--- src/rtl/wb_statis_pkg.sv ---
// ---------------------------------------------------------------------------
// wb_statis_pkg : Bayer pattern, colour and state encodings.  Rev 1.0
// ---------------------------------------------------------------------------
`default_nettype none

package wb_statis_pkg;

   localparam logic [1:0] PAT_GR = 2'b00;
   localparam logic [1:0] PAT_RG = 2'b01;
   localparam logic [1:0] PAT_GB = 2'b10;
   localparam logic [1:0] PAT_BG = 2'b11;

   typedef enum logic [1:0] {
      COL_R = 2'd0,
      COL_G = 2'd1,
      COL_B = 2'd2
   } color_t;

   typedef enum logic [2:0] {
      ST_WAIT_IDLE  = 3'd0,
      ST_WAIT_FRAME = 3'd1,
      ST_ACCUM      = 3'd2,
      ST_DRAIN      = 3'd3,
      ST_LATCH      = 3'd4
   } state_t;

   // Colour of the pixel at parity position {y[0], x[0]} for a given pattern.
   function automatic color_t bayer_color(input logic [1:0] pat,
                                          input logic       y0,
                                          input logic       x0);
      color_t c;
      c = COL_G;
      case (pat)
         PAT_GR: case ({y0, x0})
                    2'b01:   c = COL_R;
                    2'b10:   c = COL_B;
                    default: c = COL_G;
                 endcase
         PAT_RG: case ({y0, x0})
                    2'b00:   c = COL_R;
                    2'b11:   c = COL_B;
                    default: c = COL_G;
                 endcase
         PAT_GB: case ({y0, x0})
                    2'b01:   c = COL_B;
                    2'b10:   c = COL_R;
                    default: c = COL_G;
                 endcase
         default: case ({y0, x0})
                    2'b00:   c = COL_B;
                    2'b11:   c = COL_R;
                    default: c = COL_G;
                 endcase
      endcase
      return c;
   endfunction

endpackage

`default_nettype wire

--- src/rtl/wb_bayer_pos.sv ---
// ---------------------------------------------------------------------------
// wb_bayer_pos : x/y position counters, window test and colour decode.  Rev 1.0
// ---------------------------------------------------------------------------
`default_nettype none

module wb_bayer_pos
   import wb_statis_pkg::*;
#(
   parameter int SENSOR_DAT_WIDTH = 10,
   parameter int WIN_WD           = 13
) (
   input  logic                        clk,
   input  logic                        reset_n,
   input  logic                        i_fval,
   input  logic                        i_lval,
   input  logic [SENSOR_DAT_WIDTH-1:0] iv_pix_data,
   input  logic [1:0]                  iv_pattern,
   input  logic [WIN_WD-1:0]           iv_off_x,
   input  logic [WIN_WD-1:0]           iv_off_y,
   input  logic [WIN_WD-1:0]           iv_width,
   input  logic [WIN_WD-1:0]           iv_height,
   output logic                        o_in_win,
   output logic [SENSOR_DAT_WIDTH-1:0] ov_pix,
   output color_t                      o_color
);

   localparam int             CW    = WIN_WD + 1;
   localparam logic [CW-1:0]  c_one = CW'(1);

   logic [CW-1:0]             r_x;
   logic [CW-1:0]             r_y;
   logic                      r_lval_d;
   logic                      r_in_win;
   logic [SENSOR_DAT_WIDTH-1:0] r_pix;
   color_t                    r_color;

   logic [CW-1:0]             w_x_end;
   logic [CW-1:0]             w_y_end;
   logic                      w_in_x;
   logic                      w_in_y;

   // Window ends carry one extra bit so offset+size can never overflow.
   assign w_x_end = {1'b0, iv_off_x} + {1'b0, iv_width};
   assign w_y_end = {1'b0, iv_off_y} + {1'b0, iv_height};
   assign w_in_x  = (r_x >= {1'b0, iv_off_x}) && (r_x < w_x_end);
   assign w_in_y  = (r_y >= {1'b0, iv_off_y}) && (r_y < w_y_end);

   always_ff @(posedge clk) begin
      if (!reset_n) begin
         r_x      <= '0;
         r_y      <= '0;
         r_lval_d <= 1'b0;
         r_in_win <= 1'b0;
         r_pix    <= '0;
         r_color  <= COL_G;
      end else begin
         r_lval_d <= i_lval;
         if (i_lval) begin
            if (!(&r_x))
               r_x <= r_x + c_one;
         end else begin
            r_x <= '0;
         end
         if (!i_fval)
            r_y <= '0;
         else if (r_lval_d && !i_lval && !(&r_y))
            r_y <= r_y + c_one;
         r_in_win <= i_lval && w_in_x && w_in_y;
         r_pix    <= iv_pix_data;
         r_color  <= bayer_color(iv_pattern, r_y[0], r_x[0]);
      end
   end

   assign o_in_win = r_in_win;
   assign ov_pix   = r_pix;
   assign o_color  = r_color;

endmodule

`default_nettype wire

--- src/rtl/wb_statis.sv ---
// ---------------------------------------------------------------------------
// wb_statis : windowed per-colour white-balance statistics.  Rev 1.0
// ---------------------------------------------------------------------------
`default_nettype none

module wb_statis
   import wb_statis_pkg::*;
#(
   parameter int SENSOR_DAT_WIDTH = 10,
   parameter int WIN_WD           = 13,
   parameter int SUM_WD           = 32
) (
   input  logic                        clk,
   input  logic                        reset_n,
   input  logic                        i_fval,
   input  logic                        i_lval,
   input  logic [SENSOR_DAT_WIDTH-1:0] iv_pix_data,
   input  logic [1:0]                  iv_bayer_pattern,
   input  logic [WIN_WD-1:0]           iv_win_offset_x,
   input  logic [WIN_WD-1:0]           iv_win_offset_y,
   input  logic [WIN_WD-1:0]           iv_win_width,
   input  logic [WIN_WD-1:0]           iv_win_height,
   output logic [SUM_WD-1:0]           ov_wb_statis_r,
   output logic [SUM_WD-1:0]           ov_wb_statis_g,
   output logic [SUM_WD-1:0]           ov_wb_statis_b,
   output logic [SUM_WD-1:0]           ov_wb_pix_num,
   output logic                        o_wb_statis_done
);

   localparam int                PAD   = SUM_WD - SENSOR_DAT_WIDTH;
   localparam logic [SUM_WD-1:0] c_one = SUM_WD'(1);

   logic [1:0]                  r_pattern;
   logic [WIN_WD-1:0]           r_off_x;
   logic [WIN_WD-1:0]           r_off_y;
   logic [WIN_WD-1:0]           r_width;
   logic [WIN_WD-1:0]           r_height;

   state_t                      r_state;
   logic                        r_fval_d;
   logic                        r_drain_cnt;
   logic [SUM_WD-1:0]           r_acc_r;
   logic [SUM_WD-1:0]           r_acc_g;
   logic [SUM_WD-1:0]           r_acc_b;
   logic [SUM_WD-1:0]           r_acc_n;
   logic [SUM_WD-1:0]           r_out_r;
   logic [SUM_WD-1:0]           r_out_g;
   logic [SUM_WD-1:0]           r_out_b;
   logic [SUM_WD-1:0]           r_out_n;
   logic                        r_done;

   logic                        w_in_win;
   logic [SENSOR_DAT_WIDTH-1:0] w_pix;
   color_t                      w_color;
   logic [SUM_WD-1:0]           w_pix_ext;
   logic                        w_acc_en;

   function automatic logic [SUM_WD-1:0] sat_add(input logic [SUM_WD-1:0] a,
                                                 input logic [SUM_WD-1:0] b);
      logic [SUM_WD:0] s;
      s = {1'b0, a} + {1'b0, b};
      return s[SUM_WD] ? {SUM_WD{1'b1}} : s[SUM_WD-1:0];
   endfunction

   // Configuration is only allowed to move during vertical blanking.
   always_ff @(posedge clk) begin
      if (!reset_n) begin
         r_pattern <= PAT_GR;
         r_off_x   <= '0;
         r_off_y   <= '0;
         r_width   <= '0;
         r_height  <= '0;
      end else if (!i_fval) begin
         r_pattern <= iv_bayer_pattern;
         r_off_x   <= iv_win_offset_x;
         r_off_y   <= iv_win_offset_y;
         r_width   <= iv_win_width;
         r_height  <= iv_win_height;
      end
   end

   wb_bayer_pos #(
      .SENSOR_DAT_WIDTH (SENSOR_DAT_WIDTH),
      .WIN_WD           (WIN_WD)
   ) u_pos (
      .clk         (clk),
      .reset_n     (reset_n),
      .i_fval      (i_fval),
      .i_lval      (i_lval),
      .iv_pix_data (iv_pix_data),
      .iv_pattern  (r_pattern),
      .iv_off_x    (r_off_x),
      .iv_off_y    (r_off_y),
      .iv_width    (r_width),
      .iv_height   (r_height),
      .o_in_win    (w_in_win),
      .ov_pix      (w_pix),
      .o_color     (w_color)
   );

   assign w_pix_ext = {{PAD{1'b0}}, w_pix};
   assign w_acc_en  = w_in_win && ((r_state == ST_ACCUM) || (r_state == ST_DRAIN));

   always_ff @(posedge clk) begin
      if (!reset_n) begin
         r_state     <= ST_WAIT_IDLE;
         r_fval_d    <= 1'b0;
         r_drain_cnt <= 1'b0;
         r_acc_r     <= '0;
         r_acc_g     <= '0;
         r_acc_b     <= '0;
         r_acc_n     <= '0;
         r_out_r     <= '0;
         r_out_g     <= '0;
         r_out_b     <= '0;
         r_out_n     <= '0;
         r_done      <= 1'b0;
      end else begin
         r_fval_d <= i_fval;
         r_done   <= 1'b0;
         case (r_state)
            ST_WAIT_IDLE: begin
               if (!i_fval)
                  r_state <= ST_WAIT_FRAME;
            end
            ST_WAIT_FRAME: begin
               r_acc_r     <= '0;
               r_acc_g     <= '0;
               r_acc_b     <= '0;
               r_acc_n     <= '0;
               r_drain_cnt <= 1'b0;
               if (i_fval && !r_fval_d)
                  r_state <= ST_ACCUM;
            end
            ST_ACCUM: begin
               if (!i_fval && r_fval_d)
                  r_state <= ST_DRAIN;
            end
            ST_DRAIN: begin
               // Results are loaded on the edge into LATCH so they appear
               // together with the done pulse.
               if (r_drain_cnt) begin
                  r_state <= ST_LATCH;
                  r_out_r <= r_acc_r;
                  r_out_g <= r_acc_g;
                  r_out_b <= r_acc_b;
                  r_out_n <= r_acc_n;
                  r_done  <= 1'b1;
               end else begin
                  r_drain_cnt <= 1'b1;
               end
            end
            ST_LATCH: begin
               r_state <= ST_WAIT_FRAME;
            end
            default: begin
               r_state <= ST_WAIT_IDLE;
            end
         endcase

         if (w_acc_en) begin
            r_acc_n <= sat_add(r_acc_n, c_one);
            case (w_color)
               COL_R:   r_acc_r <= sat_add(r_acc_r, w_pix_ext);
               COL_B:   r_acc_b <= sat_add(r_acc_b, w_pix_ext);
               default: r_acc_g <= sat_add(r_acc_g, w_pix_ext);
            endcase
         end
      end
   end

   assign ov_wb_statis_r   = r_out_r;
   assign ov_wb_statis_g   = r_out_g;
   assign ov_wb_statis_b   = r_out_b;
   assign ov_wb_pix_num    = r_out_n;
   assign o_wb_statis_done = r_done;

endmodule

`default_nettype wire

--- config.mk ---
export PLATFORM = sky130hd
export DESIGN_NAME = wb_statis
export DESIGN_NICKNAME = d
export VERILOG_FILES = /design/src/rtl/wb_statis_pkg.sv /design/src/rtl/wb_bayer_pos.sv /design/src/rtl/wb_statis.sv
export SDC_FILE = /design/constraint.sdc
export NUM_CORES = 1
export LEC_CHECK = 0
export CAP_MARGIN = 20
export CORE_AREA = 5 5 189 191
export DETAILED_ROUTE_END_ITERATION = 12
export DIE_AREA = 0 0 194 196
export GPL_TIMING_DRIVEN = 0
export PLACE_DENSITY = 0.77
export SKIP_LAST_GASP = 1
export SLEW_MARGIN = 20
export SYNTH_ARGS = -nofsm -noshare
export SYNTH_HDL_FRONTEND = slang
export SYNTH_SLANG_ARGS = --single-unit
--- constraint.sdc ---
create_clock -name clk -period 4.33 [get_ports clk]
set_input_delay 0.6495 -clock clk [delete_from_list [all_inputs] [get_ports clk]]
set_output_delay 0.6495 -clock clk [all_outputs]
set_load 0.05 [all_outputs]
Word-level counts from Yosys, hierarchy flattened

Cells that the tools add are included.

ROM bits: 0
Memories kept: 0
Register bits after elaboration: 358
Bits in latches: 0
Output and inout bits: 129
RAM bits: 0
Word-level logic and storage cells: 104
Input port bits: 68

$lt $le $gt $ge: 4
Reduce and logical (&&, ||, !) cells: 28
Div/mod/pow operators: 0
Bitwise logic cells: 0
Add/sub/neg operators: 8
Mux-type cells: 27
Eq/ne operators: 14
Shift-type cells: 0
Multipliers: 0

Operators by type and width:

| kind                                                                  | number |
|---|---|
| 32-bit two-way mux                                                    | 15 |
| 32-bit by 10-bit adder with 33-bit output                             | 3 |
| 32-bit by 1-bit adder with 33-bit output, second input constant       | 1 |
| 13-bit by 13-bit adder with 14-bit output                             | 2 |
| 14-bit by 1-bit adder with 14-bit output, second input constant       | 2 |
| 14-bit by 13-bit greater-or-equal comparator with 1-bit output        | 2 |
| 14-bit less-than comparator                                           | 2 |
| 14-bit AND reduction                                                  | 2 |
| 2-bit one-hot mux with 2 select lines                                 | 4 |
| 3-bit one-hot mux with 5 select lines                                 | 1 |
| 3-bit two-way mux                                                     | 4 |
| 1-bit logical AND                                                     | 9 |
| 2-bit equality test, second input constant                            | 4 |
| 2-bit AND reduction                                                   | 4 |
| 3-bit by 2-bit equality test with 1-bit output, second input constant | 2 |
| 2-bit zero test                                                       | 3 |
| 2-bit != test, second input constant                                  | 3 |
| 2-bit one-hot mux with 3 select lines                                 | 1 |
| 2-bit by 1-bit equality test with 1-bit output, second input constant | 2 |
| 1-bit zero test                                                       | 4 |
| 4-bit AND reduction                                                   | 1 |
| 2-bit nonzero test                                                    | 2 |
| 3-bit by 1-bit equality test with 1-bit output, second input constant | 1 |
| 3-bit equality test, second input constant                            | 1 |
| 6 further kinds                                                       | 6 |

Logic depth before layout (Yosys ltp)

Depth in word-level cells: 5
Depth in mapped cells: 17
Gate-level depth less buffers: 17

Hierarchy

Synthesis repeated with hierarchy kept, for this count alone.

Cell total of the unflattened synthesis: 2254
Area total of the unflattened synthesis: 18919.4 µm²

By module, submodules not included:

| module       | times used | cells an instance | seq. area each (µm²) | area each (µm²) |
|---|---|---|---|---|
| wb_statis    | 1          | 1757              | 6326.1               | 14829.2 |
| wb_bayer_pos | 1          | 497               | 840.8                | 4090.2 |

Worst setup path before layout

No wires, ideal clock.

Path kind: reg-to-reg
Start: register r_off_x[0]
End: register u_pos.r_in_win, in the netlist u_pos.o_in_win
Cell stages (with the launch flop): 16
Path slack: 999 ps
Clock period less this slack: 3331 ps
Arrival: 3272 ps
Required time: 4270 ps
Path through: dfxtp_1 > ha_1 > fa_1 > a211oi_1 > o21ai_0 > a31oi_1 > nor2b_1 > o21a_1 > o41ai_1 > xor2_1 > ha_1 > and3_1 > a32oi_1 > nand4_1 > a311oi_1 > and3_1

Longest elaborated chain between the ends: 5

Ends and longest elaborated chain:

| item                                      | RTL line           | text |
|---|---|---|
| from (decl)                               | wb_statis.sv:34    | `logic [WIN_WD-1:0] r_off_x;` |
| from (signal assigned)                    | wb_statis.sv:75    | `r_off_x <= iv_win_offset_x;` |
| 13-bit by 13-bit adder with 14-bit output | wb_bayer_pos.sv:43 | `assign w_x_end = {1'b0, iv_off_x} + {1'b0, iv_width};` |
| 14-bit less-than comparator               | wb_bayer_pos.sv:45 | `assign w_in_x = (r_x >= {1'b0, iv_off_x}) && (r_x < w_x_end);` |
| 1-bit logical AND *                       | wb_bayer_pos.sv:45 |  |
| 1-bit logical AND * (2 in series)         | wb_bayer_pos.sv:68 | `r_in_win <= i_lval && w_in_x && w_in_y;` |
| to (signal assigned)                      | wb_bayer_pos.sv:68 |  |
| to (decl)                                 | wb_bayer_pos.sv:33 | `logic r_in_win;` |

Every way passes the cells marked *; elsewhere a longest branch is shown, timed or not.
A chain may end at the register's enable or synchronous reset.

Worst setup path after layout

Start: register r_off_y[0]
End: register u_pos.r_in_win, in the netlist u_pos.o_in_win

Longest elaborated chain between the ends: 4

Ends and longest elaborated chain:

| item                                      | RTL line           | text |
|---|---|---|
| from (decl)                               | wb_statis.sv:35    | `logic [WIN_WD-1:0] r_off_y;` |
| from (signal assigned)                    | wb_statis.sv:76    | `r_off_y <= iv_win_offset_y;` |
| 13-bit by 13-bit adder with 14-bit output | wb_bayer_pos.sv:44 | `assign w_y_end = {1'b0, iv_off_y} + {1'b0, iv_height};` |
| 14-bit less-than comparator               | wb_bayer_pos.sv:46 | `assign w_in_y = (r_y >= {1'b0, iv_off_y}) && (r_y < w_y_end);` |
| 1-bit logical AND *                       | wb_bayer_pos.sv:46 |  |
| 1-bit logical AND *                       | wb_bayer_pos.sv:68 |  |

Marked as above.

==> results.json <==
{
  "p_per_area_nw_per_um2": 337,
  "syn-instance-count": 2189,
  "status": "complete, no violations",
  "yosysTopAreaCellShare": 0.391,
  "io_buffer_count": 196,
  "overflow": 0,
  "first_iter_violations": 1218,
  "cts_tree": "yes",
  "synth.most_common_cell": "nand2_1",
  "syn_area_um2": 18300,
  "synth_edf_count": 0,
  "intPower_mw": 5.66,
  "cts_sinks": 358,
  "setup_viol_count_final": 0,
  "power_frac_seq": 0.451,
  "final_nets": 2615,
  "vias_per_cell": 5.82,
  "rows": 68,
  "ys_seq_elements": 358,
  "fill_cells": 2822,
  "postSynthAreaPerCell_um2": 8.38,
  "synth_top_area_cell": "dfxtp_1",
  "drv_slew": 0,
  "hold_viol_final": 0,
  "grt_pass1_vias": 16368,
  "finalClockSkew_ns": 0.0286,
  "drc": 0,
  "worst-r2r-cell-count": 17,
  "arrival_ns": 4.50,
  "yosys.area_share.xor_xnor": 0.0296,
  "die_h_um": 196,
  "synth_top_family_by_area": "compound AO/OA/AOI/OAI gates",
  "min_path_type": "flip-flop to flip-flop",
  "dieArea_um2": 38000,
  "synth-compound-area-share": 0.219,
  "holdPathStages": 2,
  "drtPass1Iterations": 5,
  "endpoint_kind": "flip-flop",
  "cts_buffers": 40,
  "start_util": 0.540,
  "p_clk_frac": 0.464,
  "cts_htree_levels": 2,
  "p_sw_mw": 1.84,
  "fin_cells": 2913,
  "gp_congestion": 0.925,
  "wl_per_cell_um": 17.8,
  "antenna_left": 0,
  "ir_worst_vdd_mv": 0.269,
  "placedCellCount": 2840,
  "synth.distinct_cells": 73,
  "synth_common_cells": "369 x nand2_1, 358 x dfxtp_1, 162 x a21oi_1",
  "routed_wirelength_um": 51900,
  "cts_buffer_depth": 3,
  "die_x_um": 194,
  "leakage_nw": 8.09,
  "diodes": 0,
  "ios": 197,
  "root_buffer": "clkbuf_16",
  "grt_max_degree": 15,
  "path_clk_slew_ns": 0.06,
  "max_slew_margin": 0.290,
  "cp-start-kind": "flip-flop",
  "rsz0062_at_grt": "no",
  "synthMuxAreaShare": 0.0329,
  "ctsHoldBuffers": 0,
  "fin_hold_ws_ns": 0.460,
  "pwr-share-comb": 0.085,
  "final.setup.tns_ns": 0,
  "ys_warn_count": 0,
  "swShare": 0.246,
  "clk_latency_ns": 0.56,
  "ys_seq_area_frac": 0.391,
  "worst_pin_slew_ns": 1.07,
  "vias": 16956,
  "synthFlopType": "dfxtp_1",
  "yosys.area_share.simple": 0.207,
  "antenna_found_initial": 1,
  "fin_util": 0.655,
  "crit_required_ns": 4.82,
  "synthesis.nets": 2377,
  "dp_hpwl_um": 38500,
  "timing.final.crit_share": 0.927,
  "synthAdderAreaFrac": 0.0839,
  "synth_area_leaders": "dfxtp_1 39%, ha_1 7.8%, nand2_1 7.6%, a21boi_0 5.2%, a21oi_1 4.4%",
  "power.total_mw": 7.50,
  "drive_above_1_share": 0.0415,
  "core_area_um2": 33900,
  "track_usage": 0.261,
  "cp_max_fo": 3,
  "crit_type": "flip-flop to flip-flop",
  "max_freq_mhz": 249,
  "area.growth.synth_to_final_pct": 21.3,
  "grt_pass1_wl_um": 83300,
  "fin_crit_ns": 4.02,
  "drv_cap": 0,
  "synthArstFlopShare": 0
}
[sequential cells by signal, summed over array words and instances, names as in the netlist, 3 cells and up]
signal          cells
r_width            13
r_height           13
r_acc_g            32
r_off_y            13
u_pos.r_x          14
u_pos.ov_pix       10
ov_wb_statis_r     32
ov_wb_pix_num      32
r_acc_r            32
r_state             3
r_acc_b            32
ov_wb_statis_g     32
r_acc_n            32
ov_wb_statis_b     32
r_off_x            13
u_pos.r_y          14
[power groups by stage]
stage	Clock [mW]	Combinational (mW)	Sequential, mW
2_1_floorplan	0	0.406	3.44
3_3_place_gp	0	0.607	3.45
3_5_place_dp	0	0.627	3.46
4_1_cts	3.52	0.633	3.38
5_1_grt	3.67	0.698	3.39
6_report	3.48	0.638	3.38
[worst paths after layout]
path | endpoint | start | slack, ns
max reg2reg | u_pos.o_in_win | r_off_y[0] | 0.31
min | ov_wb_statis_b[19] | ov_wb_statis_b[19] | 0.46
max | u_pos.o_in_win | r_off_y[0] | 0.31
min reg2reg | ov_wb_statis_b[19] | ov_wb_statis_b[19] | 0.46
[critical path, stage by stage (launching register included)]
cell	delay [ns]
dfxtp_1	0.41
ha_1	0.23
inv_1	0.06
fa_1	0.39
nor2b_1	0.16
o31ai_1	0.13
a2111oi_1	0.48
o21a_1	0.20
o21ai_0	0.10
a21oi_1	0.19
xnor2_1	0.15
ha_1	0.26
nand4_1	0.14
nor2_1	0.10
a32oi_1	0.24
nand4_1	0.14
a311oi_1	0.33
and3_1	0.23
[metal layers]
metal	share of wire	global-route usage
met3	0.068	0.0513
met1	0.41	0.318
met2	0.48	0.460
met5	0.00039	0
met4	0.037	0.0945
[kinds of logic (layout without fill, tap and decap cells)]
kind of cell	after synthesis	count (layout)
AOI/OAI and AO/OA	607	607
xor gates and xnor gates	62	62
adders and majority gates	120	120
buffers and inverters	174	443
DFF	358	358
muxes	59	59
and+or+nand+nor	809	809
[through the flow]
step	instance area [µm²]	setup WS, ns
after detailed placement	20900	0.293
after floorplan	18300	0.999
after global routing	22200	0.0878
after CTS	22200	0.257
after global placement	20900	0.353
final	22200	0.315
[repair_timing]
item | CTS | global route
setup endpoints to repair | 0 | 1
resized for setup | 0 | 2
buffers inserted | 0 | 0
[area by class of cell]
class | count | area (µm²) | area share
clock buffers | 56 | 1190 | 0.0537
multi-input cells | 1657 | 10500 | 0.473
well taps | 455 | 569 | 0.0256
plain buffers | 109 | 423 | 0.0190
inverters | 65 | 244 | 0.0110
flip-flops and latches | 358 | 7170 | 0.322
clock inverters | 17 | 169 | 0.00759
repair buffers | 196 | 1960 | 0.0882
[cell usage in the layout (no fill, tap or decap), drive strengths merged, types with 58 or more instances in the layout]
cell type	Yosys	layout
clkbuf	92	148
nor2	118	118
mux2i	58	58
ha	115	115
nor2b	67	67
dfxtp	358	358
a21oi	162	162
o21ai	103	103
clkdlybuf4s50	0	196
inv	65	65
nand2	369	369
a21boi	130	130
No activity file was read; power rests on OpenSTA's default activity.
